[src/rtl/morph_pkg.sv]
// Shared definitions for the 3x3 morphology frame sequencer: mode encodings,
// FSM state type and default image geometry.
package morph_pkg;

    localparam logic [1:0] MODE_BYPASS = 2'd0;
    localparam logic [1:0] MODE_ERODE  = 2'd1;
    localparam logic [1:0] MODE_DILATE = 2'd2;

    localparam int IMG_W_DEF = 640;
    localparam int IMG_H_DEF = 480;

    localparam int WIN_CNT_W = 20;

    typedef enum logic [1:0] {
        ST_IDLE,
        ST_PRIME,
        ST_ACTIVE,
        ST_DONE
    } state_t;

    // The reserved encoding falls back to bypass so the filter never sees it.
    function automatic logic [1:0] latch_mode(input logic [1:0] req);
        case (req)
            MODE_ERODE:  return MODE_ERODE;
            MODE_DILATE: return MODE_DILATE;
            default:     return MODE_BYPASS;
        endcase
    endfunction

endpackage

[src/rtl/morph_frame_ctrl.sv]
// Frame/row/column sequencer and window-valid gating for the 3x3 morphology filter.
// Optional macro MORPH_CTRL_STATS_EN adds the per-frame oWIN_COUNT output.
module morph_frame_ctrl
    import morph_pkg::*;
#(
    parameter int IMG_W = IMG_W_DEF,
    parameter int IMG_H = IMG_H_DEF,
    parameter int CW    = 10,
    parameter int RW    = 10
) (
    input  logic          CLOCK,
    input  logic          RESET_N,
    input  logic          iFVAL,
    input  logic          iDVAL,
    input  logic [1:0]    iMODE,
    output logic [1:0]    oMODE,
    output logic          oWIN_VALID,
    output logic [CW-1:0] oCOL,
    output logic [RW-1:0] oROW,
    output logic          oBUSY,
    output logic          oFRAME_DONE,
    output logic          oABORT,
    output logic          oOVERRUN
`ifdef MORPH_CTRL_STATS_EN
    ,
    output logic [WIN_CNT_W-1:0] oWIN_COUNT
`endif
);

    state_t        r_state;
    state_t        w_state_nxt;
    logic          r_fval_d;
    logic          r_rise_pend;
    logic [CW-1:0] r_col;
    logic [RW-1:0] r_row;
    logic [1:0]    r_mode;
    logic          r_win_valid;
    logic [CW-1:0] r_win_col;
    logic [RW-1:0] r_win_row;
    logic          r_frame_done;
    logic          r_abort;
    logic          r_overrun;

    logic w_rise;
    logic w_start;
    logic w_in_frame;
    logic w_abort;
    logic w_pix;
    logic w_col_last;
    logic w_row_last;
    logic w_last_pix;
    logic w_prime_done;
    logic w_win_next;
    logic w_excess;

    assign w_rise       = iFVAL & ~r_fval_d;
    // A rise seen while in DONE is remembered so the next frame starts from IDLE.
    assign w_start      = (r_state == ST_IDLE) & (w_rise | r_rise_pend);
    assign w_in_frame   = (r_state == ST_PRIME) | (r_state == ST_ACTIVE);
    assign w_abort      = w_in_frame & ~iFVAL;
    assign w_pix        = w_in_frame & iFVAL & iDVAL;
    assign w_col_last   = (r_col == CW'(IMG_W - 1));
    assign w_row_last   = (r_row == RW'(IMG_H - 1));
    assign w_last_pix   = (r_state == ST_ACTIVE) & w_pix & w_col_last & w_row_last;
    assign w_prime_done = (r_state == ST_PRIME) & w_pix & w_col_last & (r_row == RW'(1));
    // ACTIVE implies row >= 2, so only the left border column needs masking here.
    assign w_win_next   = w_pix & (r_state == ST_ACTIVE) & (r_col >= CW'(2));
    assign w_excess     = iFVAL & iDVAL & ~w_rise
                        & ((r_state == ST_IDLE) | (r_state == ST_DONE));

    always_comb begin
        // NOTE: default first so every path assigns w_state_nxt and no latch is inferred.
        w_state_nxt = r_state;
        case (r_state)
            ST_IDLE: begin
                if (w_start) w_state_nxt = ST_PRIME;
            end
            ST_PRIME: begin
                if (w_abort)           w_state_nxt = ST_IDLE;
                else if (w_prime_done) w_state_nxt = ST_ACTIVE;
            end
            ST_ACTIVE: begin
                if (w_abort)         w_state_nxt = ST_IDLE;
                else if (w_last_pix) w_state_nxt = ST_DONE;
            end
            ST_DONE: begin
                w_state_nxt = ST_IDLE;
            end
            default: w_state_nxt = ST_IDLE;
        endcase
    end

    // NOTE: sequential state uses non-blocking assignments so every flop samples pre-edge values.
    always_ff @(posedge CLOCK or negedge RESET_N) begin
        if (!RESET_N) begin
            r_state     <= ST_IDLE;
            r_fval_d    <= 1'b0;
            r_rise_pend <= 1'b0;
        end else begin
            r_state     <= w_state_nxt;
            r_fval_d    <= iFVAL;
            r_rise_pend <= (r_state == ST_DONE) & w_rise;
        end
    end

    always_ff @(posedge CLOCK or negedge RESET_N) begin
        if (!RESET_N) begin
            r_col <= '0;
            r_row <= '0;
        end else if (w_start) begin
            r_col <= '0;
            r_row <= '0;
        end else if (w_pix) begin
            if (w_col_last) begin
                r_col <= '0;
                r_row <= r_row + RW'(1);
            end else begin
                r_col <= r_col + CW'(1);
            end
        end
    end

    // Window centre trails the incoming pixel by one column and one row.
    always_ff @(posedge CLOCK or negedge RESET_N) begin
        if (!RESET_N) begin
            r_win_valid <= 1'b0;
            r_win_col   <= '0;
            r_win_row   <= '0;
        end else begin
            r_win_valid <= w_win_next;
            if (w_win_next) begin
                r_win_col <= r_col - CW'(1);
                r_win_row <= r_row - RW'(1);
            end
        end
    end

    always_ff @(posedge CLOCK or negedge RESET_N) begin
        if (!RESET_N) begin
            r_mode       <= MODE_BYPASS;
            r_frame_done <= 1'b0;
            r_abort      <= 1'b0;
            r_overrun    <= 1'b0;
        end else begin
            r_frame_done <= (r_state == ST_DONE);
            r_abort      <= w_abort;
            if (w_start) begin
                r_mode    <= latch_mode(iMODE);
                r_overrun <= 1'b0;
            end else if (w_excess) begin
                r_overrun <= 1'b1;
            end
        end
    end

`ifdef MORPH_CTRL_STATS_EN
    logic [WIN_CNT_W-1:0] r_win_cnt;
    logic [WIN_CNT_W-1:0] r_win_count;

    // The final window of a frame is still in flight during DONE, so it is folded in here.
    always_ff @(posedge CLOCK or negedge RESET_N) begin
        if (!RESET_N) begin
            r_win_cnt   <= '0;
            r_win_count <= '0;
        end else begin
            if (w_start)          r_win_cnt <= '0;
            else if (r_win_valid) r_win_cnt <= r_win_cnt + WIN_CNT_W'(1);
            if (r_state == ST_DONE)
                r_win_count <= r_win_cnt + WIN_CNT_W'(r_win_valid);
        end
    end

    assign oWIN_COUNT = r_win_count;
`endif

    assign oMODE       = r_mode;
    assign oWIN_VALID  = r_win_valid;
    assign oCOL        = r_win_col;
    assign oROW        = r_win_row;
    assign oBUSY       = w_in_frame;
    assign oFRAME_DONE = r_frame_done;
    assign oABORT      = r_abort;
    assign oOVERRUN    = r_overrun;

endmodule

[config.mk]
export PLATFORM = sky130hd
export DESIGN_NAME = morph_frame_ctrl
export DESIGN_NICKNAME = d
export VERILOG_FILES = /design/src/rtl/morph_pkg.sv /design/src/rtl/morph_frame_ctrl.sv
export SDC_FILE = /design/constraint.sdc
export NUM_CORES = 1
export LEC_CHECK = 0
export CAP_MARGIN = 20
export CORE_UTILIZATION = 40
export CTS_BUF_LIST = sky130_fd_sc_hd__clkbuf_2
export DETAILED_ROUTE_END_ITERATION = 8
export HOLD_SLACK_MARGIN = 0.12
export PLACE_DENSITY = 0.62
export SYNTH_ARGS = -nofsm -noshare
export SYNTH_HDL_FRONTEND = slang
export SYNTH_SLANG_ARGS = --single-unit
[constraint.sdc]
create_clock -name CLOCK -period 2.3 [get_ports CLOCK]
set_input_delay 0.69 -clock CLOCK [delete_from_list [all_inputs] [get_ports CLOCK]]
set_output_delay 0.69 -clock CLOCK [all_outputs]
set_load 0.01 [all_outputs]
==> PnR_summary.wiki, run 1 <==
{| class="wikitable"
! Metric !! Value
|-
| Final Hold Fails || 0
|-
| Share of cells above drive strength 1 || 15.32%
|-
| Slew @ Worst Pin || 0.5190 ns
|-
| TritonCTS Sinks || 50
|-
| Number of nets at the end of the flow || 361
|-
| Final number of max-transition violations || 0
|-
| Pin count of the biggest net entering global routing || 40
|-
| Maximum count of clock buffers along a single path || 2
|-
| Number of setup violations in the final report || 0
|-
| Peak VDD IR || 0.5602 mV
|-
| Cell with the most instances after synthesis || sky130_fd_sc_hd__dfrtp_1
|-
| Leak Pwr || 0.001545 uW
|-
| Series of cell instances along the critical path || inv_2 -> ha_4 -> buf_4 -> clkdlybuf4s15_2
|-
| Die extent in y || 83.61 um
|-
| Most instantiated cells after synthesis || sky130_fd_sc_hd__dfrtp_1, sky130_fd_sc_hd__nand2_1, sky130_fd_sc_hd__nor2_1
|-
| Detailed-route via count || 2119
|-
| # hold bufs at CTS || 0
|-
| Ant diodes || 0
|-
| DRT antenna net count || 0
|-
| Final critical path time including I/O delays and setup || 2.215 ns
|-
| Wire length of the first global-routing pass || 9811 um
|-
| Buf+Inv Stages, Crit Path || 3
|-
| Rows || 29
|-
| Run status || completed
|-
| Crit path capture || oBUSY
|-
| Count of non-filler cells in the finished layout || 423
|-
| Worst reg-to-reg setup slack || 0.08 ns
|-
| Final cycle utilization of the critical path || 96.30%
|-
| Proportion of synthesized chip area in sequential cells || 46.97%
|-
| Depth of the worst register-to-register path || 5
|-
| Syn nets || 304
|-
| Total wire length || 5735 um
|-
| Start point of the critical path || r_state[0]
|-
| Area growth from synthesis to final layout || 26.68%
|-
| Synthesized cell area || 0.002664 mm^2
|-
| Initial Util || 41.71%
|-
| Hold Path Class || primary input to async pin
|-
| Yosys warning total || 0
|-
| Cell count after synthesis || 288
|-
| Max-cap violations || 0
|-
| Number of cells after detailed placement || 410
|-
| Switching part of the total || 36.34%
|-
| Top-Level Pins || 33
|-
| CTS HTree Levels || 2
|-
| CTS root buffer || sky130_fd_sc_hd__clkbuf_2
|-
| Power spent charging and discharging nets || 1259 uW
|-
| Chip Width || 83.61 um
|-
| Most common flop cell mapped by yosys || sky130_fd_sc_hd__dfrtp_1
|-
| Max Fclk || 0.4515 GHz
|-
| Clock transition at the registers of the reported paths || 0.26 ns
|-
| Proportion of register bits with asynchronous set or reset after synthesis || 100.0%
|-
| Biggest fanout along the worst timing path || 3
|-
| Wirelength per Cell || 13.56 um
|-
| Fraction of synthesized cell area taken by the top area cell type || 46.97%
|-
| Syn_area_per_cell || 9.249 um^2
|-
| Total power || 3465 uW
|-
| DRC marker count from the first detailed-route iteration || 72
|-
| Total Die Area || 0.006990 mm^2
|-
| Overflow left after global routing || 0
|-
| Data arrival time at the worst-slack endpoint || 1.53 ns
|-
| Worst path top cell family by delay || flip-flops
|-
| Number of global-route vias before repair || 2035
|-
| Buffers on Ports || 32
|-
| Required time of the worst setup path || 1.61 ns
|-
| Non-Filler Cell Area, Final || 0.003374 mm^2
|-
| Total global-route track usage || 17.39%
|-
| Count of distinct cell types in the synthesized netlist || 40
|-
| P_int || 2206 uW
|-
| Final worst setup slack || 0.08500 ns
|-
| Placeable core region || 0.006386 mm^2
|-
| Later-pin clock latency in the skew report || 0.44 ns
|-
| Slowest stage cell on the critical path || sky130_fd_sc_hd__dfrtp_1
|-
| Sequential Power Share || 36.6%
|-
| Worst flop-to-flop path endpoint || r_state[1]
|-
| DRC violations left || 0
|-
| Placement-stage worst setup slack || -0.3022 ns
|-
| Antenna violations before repair || 0
|-
| R2r startpoint || r_col[7]
|-
| HPWL Detailed || 4264 um
|-
| Number of enable-type register cells in the synthesized netlist || 0
|-
| Part of the total power dissipated in the clock network || 13.7%
|-
| Max transition margin || 65.40%
|-
| Combinational group share of total power || 49.7%
|-
| Final worst clock skew || 0.01372 ns
|-
| First-pass iteration count of the detailed router || 4
|-
| TritonCTS clock tree || built
|-
| Worst Setup Start Kind || register
|-
| Placer Congestion || 0.7897
|-
| Number of clock buffers inserted by TritonCTS || 5
|-
| Via/cell ratio || 5.009
|-
| Total power divided by cell area || 1027 mW/mm^2
|-
| Logic depth of the worst path, buffers included || 4
|-
| RSZ-0062 raised after global routing || no
|-
| Placed cell area || 0.003253 mm^2
|-
| Cell type contributing the most total cell area after synthesis || sky130_fd_sc_hd__dfrtp_1
|-
| Cell types with the largest area share after synthesis || sky130_fd_sc_hd__dfrtp_1, sky130_fd_sc_hd__xnor2_1, sky130_fd_sc_hd__nand2_1
|-
| Category of the most critical setup path || register to primary output
|-
| Setup_tns || 0 ns
|-
| Element type at the critical path end || primary output
|-
| Longest individual stage delay on the worst path || 0.45 ns
|-
| FF+latch count, synth || 50
|}
==> kinds of logic after synthesis <==
kind of cell | synth area share (%)
buffers and inverters | 4.979
adder cells (fa/ha/maj) | 4.697
XOR/XNOR | 10.52
AO/OA/AOI/OAI | 11.51
multiplexers | 0.7985
flip-flops | 46.97
AND/OR/NAND/NOR | 20.53
==> state kept, by name (all words and copies together) (netlist names), 2 cells and up <==
register,count
oCOL,10
r_col,10
r_state,2
oROW,10
oMODE,2
r_row,10
==> power groups by stage <==
| stage | combinational [uW] | sequential, uW | clock [uW] |
|---|---|---|---|
| after floorplan | 873 | 1340 | 0 |
| after global placement | 1630 | 1280 | 0 |
| after detailed placement | 1650 | 1300 | 0 |
| after CTS | 1680 | 1270 | 498 |
| after global routing | 1910 | 1300 | 521 |
| final | 1720 | 1270 | 475 |
==> area by class of cell <==
class | count | area (um^2)
clock buffers | 5 | 25.02
flip-flops and latches | 50 | 1251
fillers | 587 | 3012
clock inverters | 3 | 45.04
multi-input cells | 207 | 1292
inverters | 12 | 45.04
repair buffers | 69 | 619.3
well taps | 77 | 96.34
==> worst register-to-register path: cells and delay by family (launching register included) <==
family / cells / cell delay (ns)
compound gates: 1 / 0.24
flops: 1 / 0.45
simple gates: 3 / 1.08
mux: 1 / 0.36
==> stage by stage <==
stage / hold WS (ns) / utilization [%]
6_report: 0.1633 / 52.84
5_1_grt: 0.1572 / 52.84
4_1_cts: 0.1574 / 52.29
3_5_place_dp: 0.4640 / 50.94
3_3_place_gp: 0.4505 / 50.94
2_1_floorplan: 0.3944 / -
==> what timing repair did <==
item / in CTS / in global routing
gates resized for setup: 4 / 2
endpoints found under the setup margin: 1 / 1
endpoints found under the hold margin: 0 / 0
buffers inserted: 2 / 3
==> cells in the final DEF, fill, tap and decap left out, drive strengths merged, types with 2 or more instances in the layout <==
cell type | synthesis | layout
nor2 | 28 | 28
clkbuf | 10 | 5
nor2b | 2 | 2
ha | 10 | 10
nor4 | 4 | 4
or4 | 4 | 4
xor2 | 6 | 6
inv | 12 | 12
clkinvlp | 0 | 2
and4 | 2 | 2
or3 | 3 | 3
a21oi | 12 | 12
nand3 | 13 | 13
nand2b | 4 | 4
a21boi | 2 | 2
clkdlybuf4s50 | 0 | 30
nand4 | 2 | 2
o21ai | 22 | 22
nor3 | 5 | 5
dfrtp | 50 | 50
nand2 | 38 | 38
buf | 9 | 38
xnor2 | 26 | 26
nand3b | 4 | 4
a211oi | 7 | 7
==> how the worst min path moves through the flow <==
| stage | endpoint | startpoint | depth (start not counted) |
|---|---|---|---|
| after detailed placement | oMODE[0] | oMODE[0] | 2 |
| after global routing | r_row[1] | RESET_N | 1 |
| after global placement | oMODE[1] | oMODE[1] | 2 |
| final | r_col[3] | RESET_N | 1 |
| after floorplan | oABORT | RESET_N | 0 |
| after CTS | r_row[1] | RESET_N | 1 |
==> routing by layer <==
layer,up-vias,track usage (%),wire [um],share of wire [%]
li1,1079,-,-,-
met1,996,24.35,2896,50
met2,36,27.27,2550,44
met3,8,2.967,191,3.3
met4,0,6.009,97,1.7
met5,-,0,0,0
Note: power is estimated with default switching activity, not from simulation.
==> inputs of run 2 (changes only) <==
CAP_MARGIN = 10   (was 20)
==> results of run 2 <==
Same layout as run 1: the final DEF is identical, and so are final timing and power.
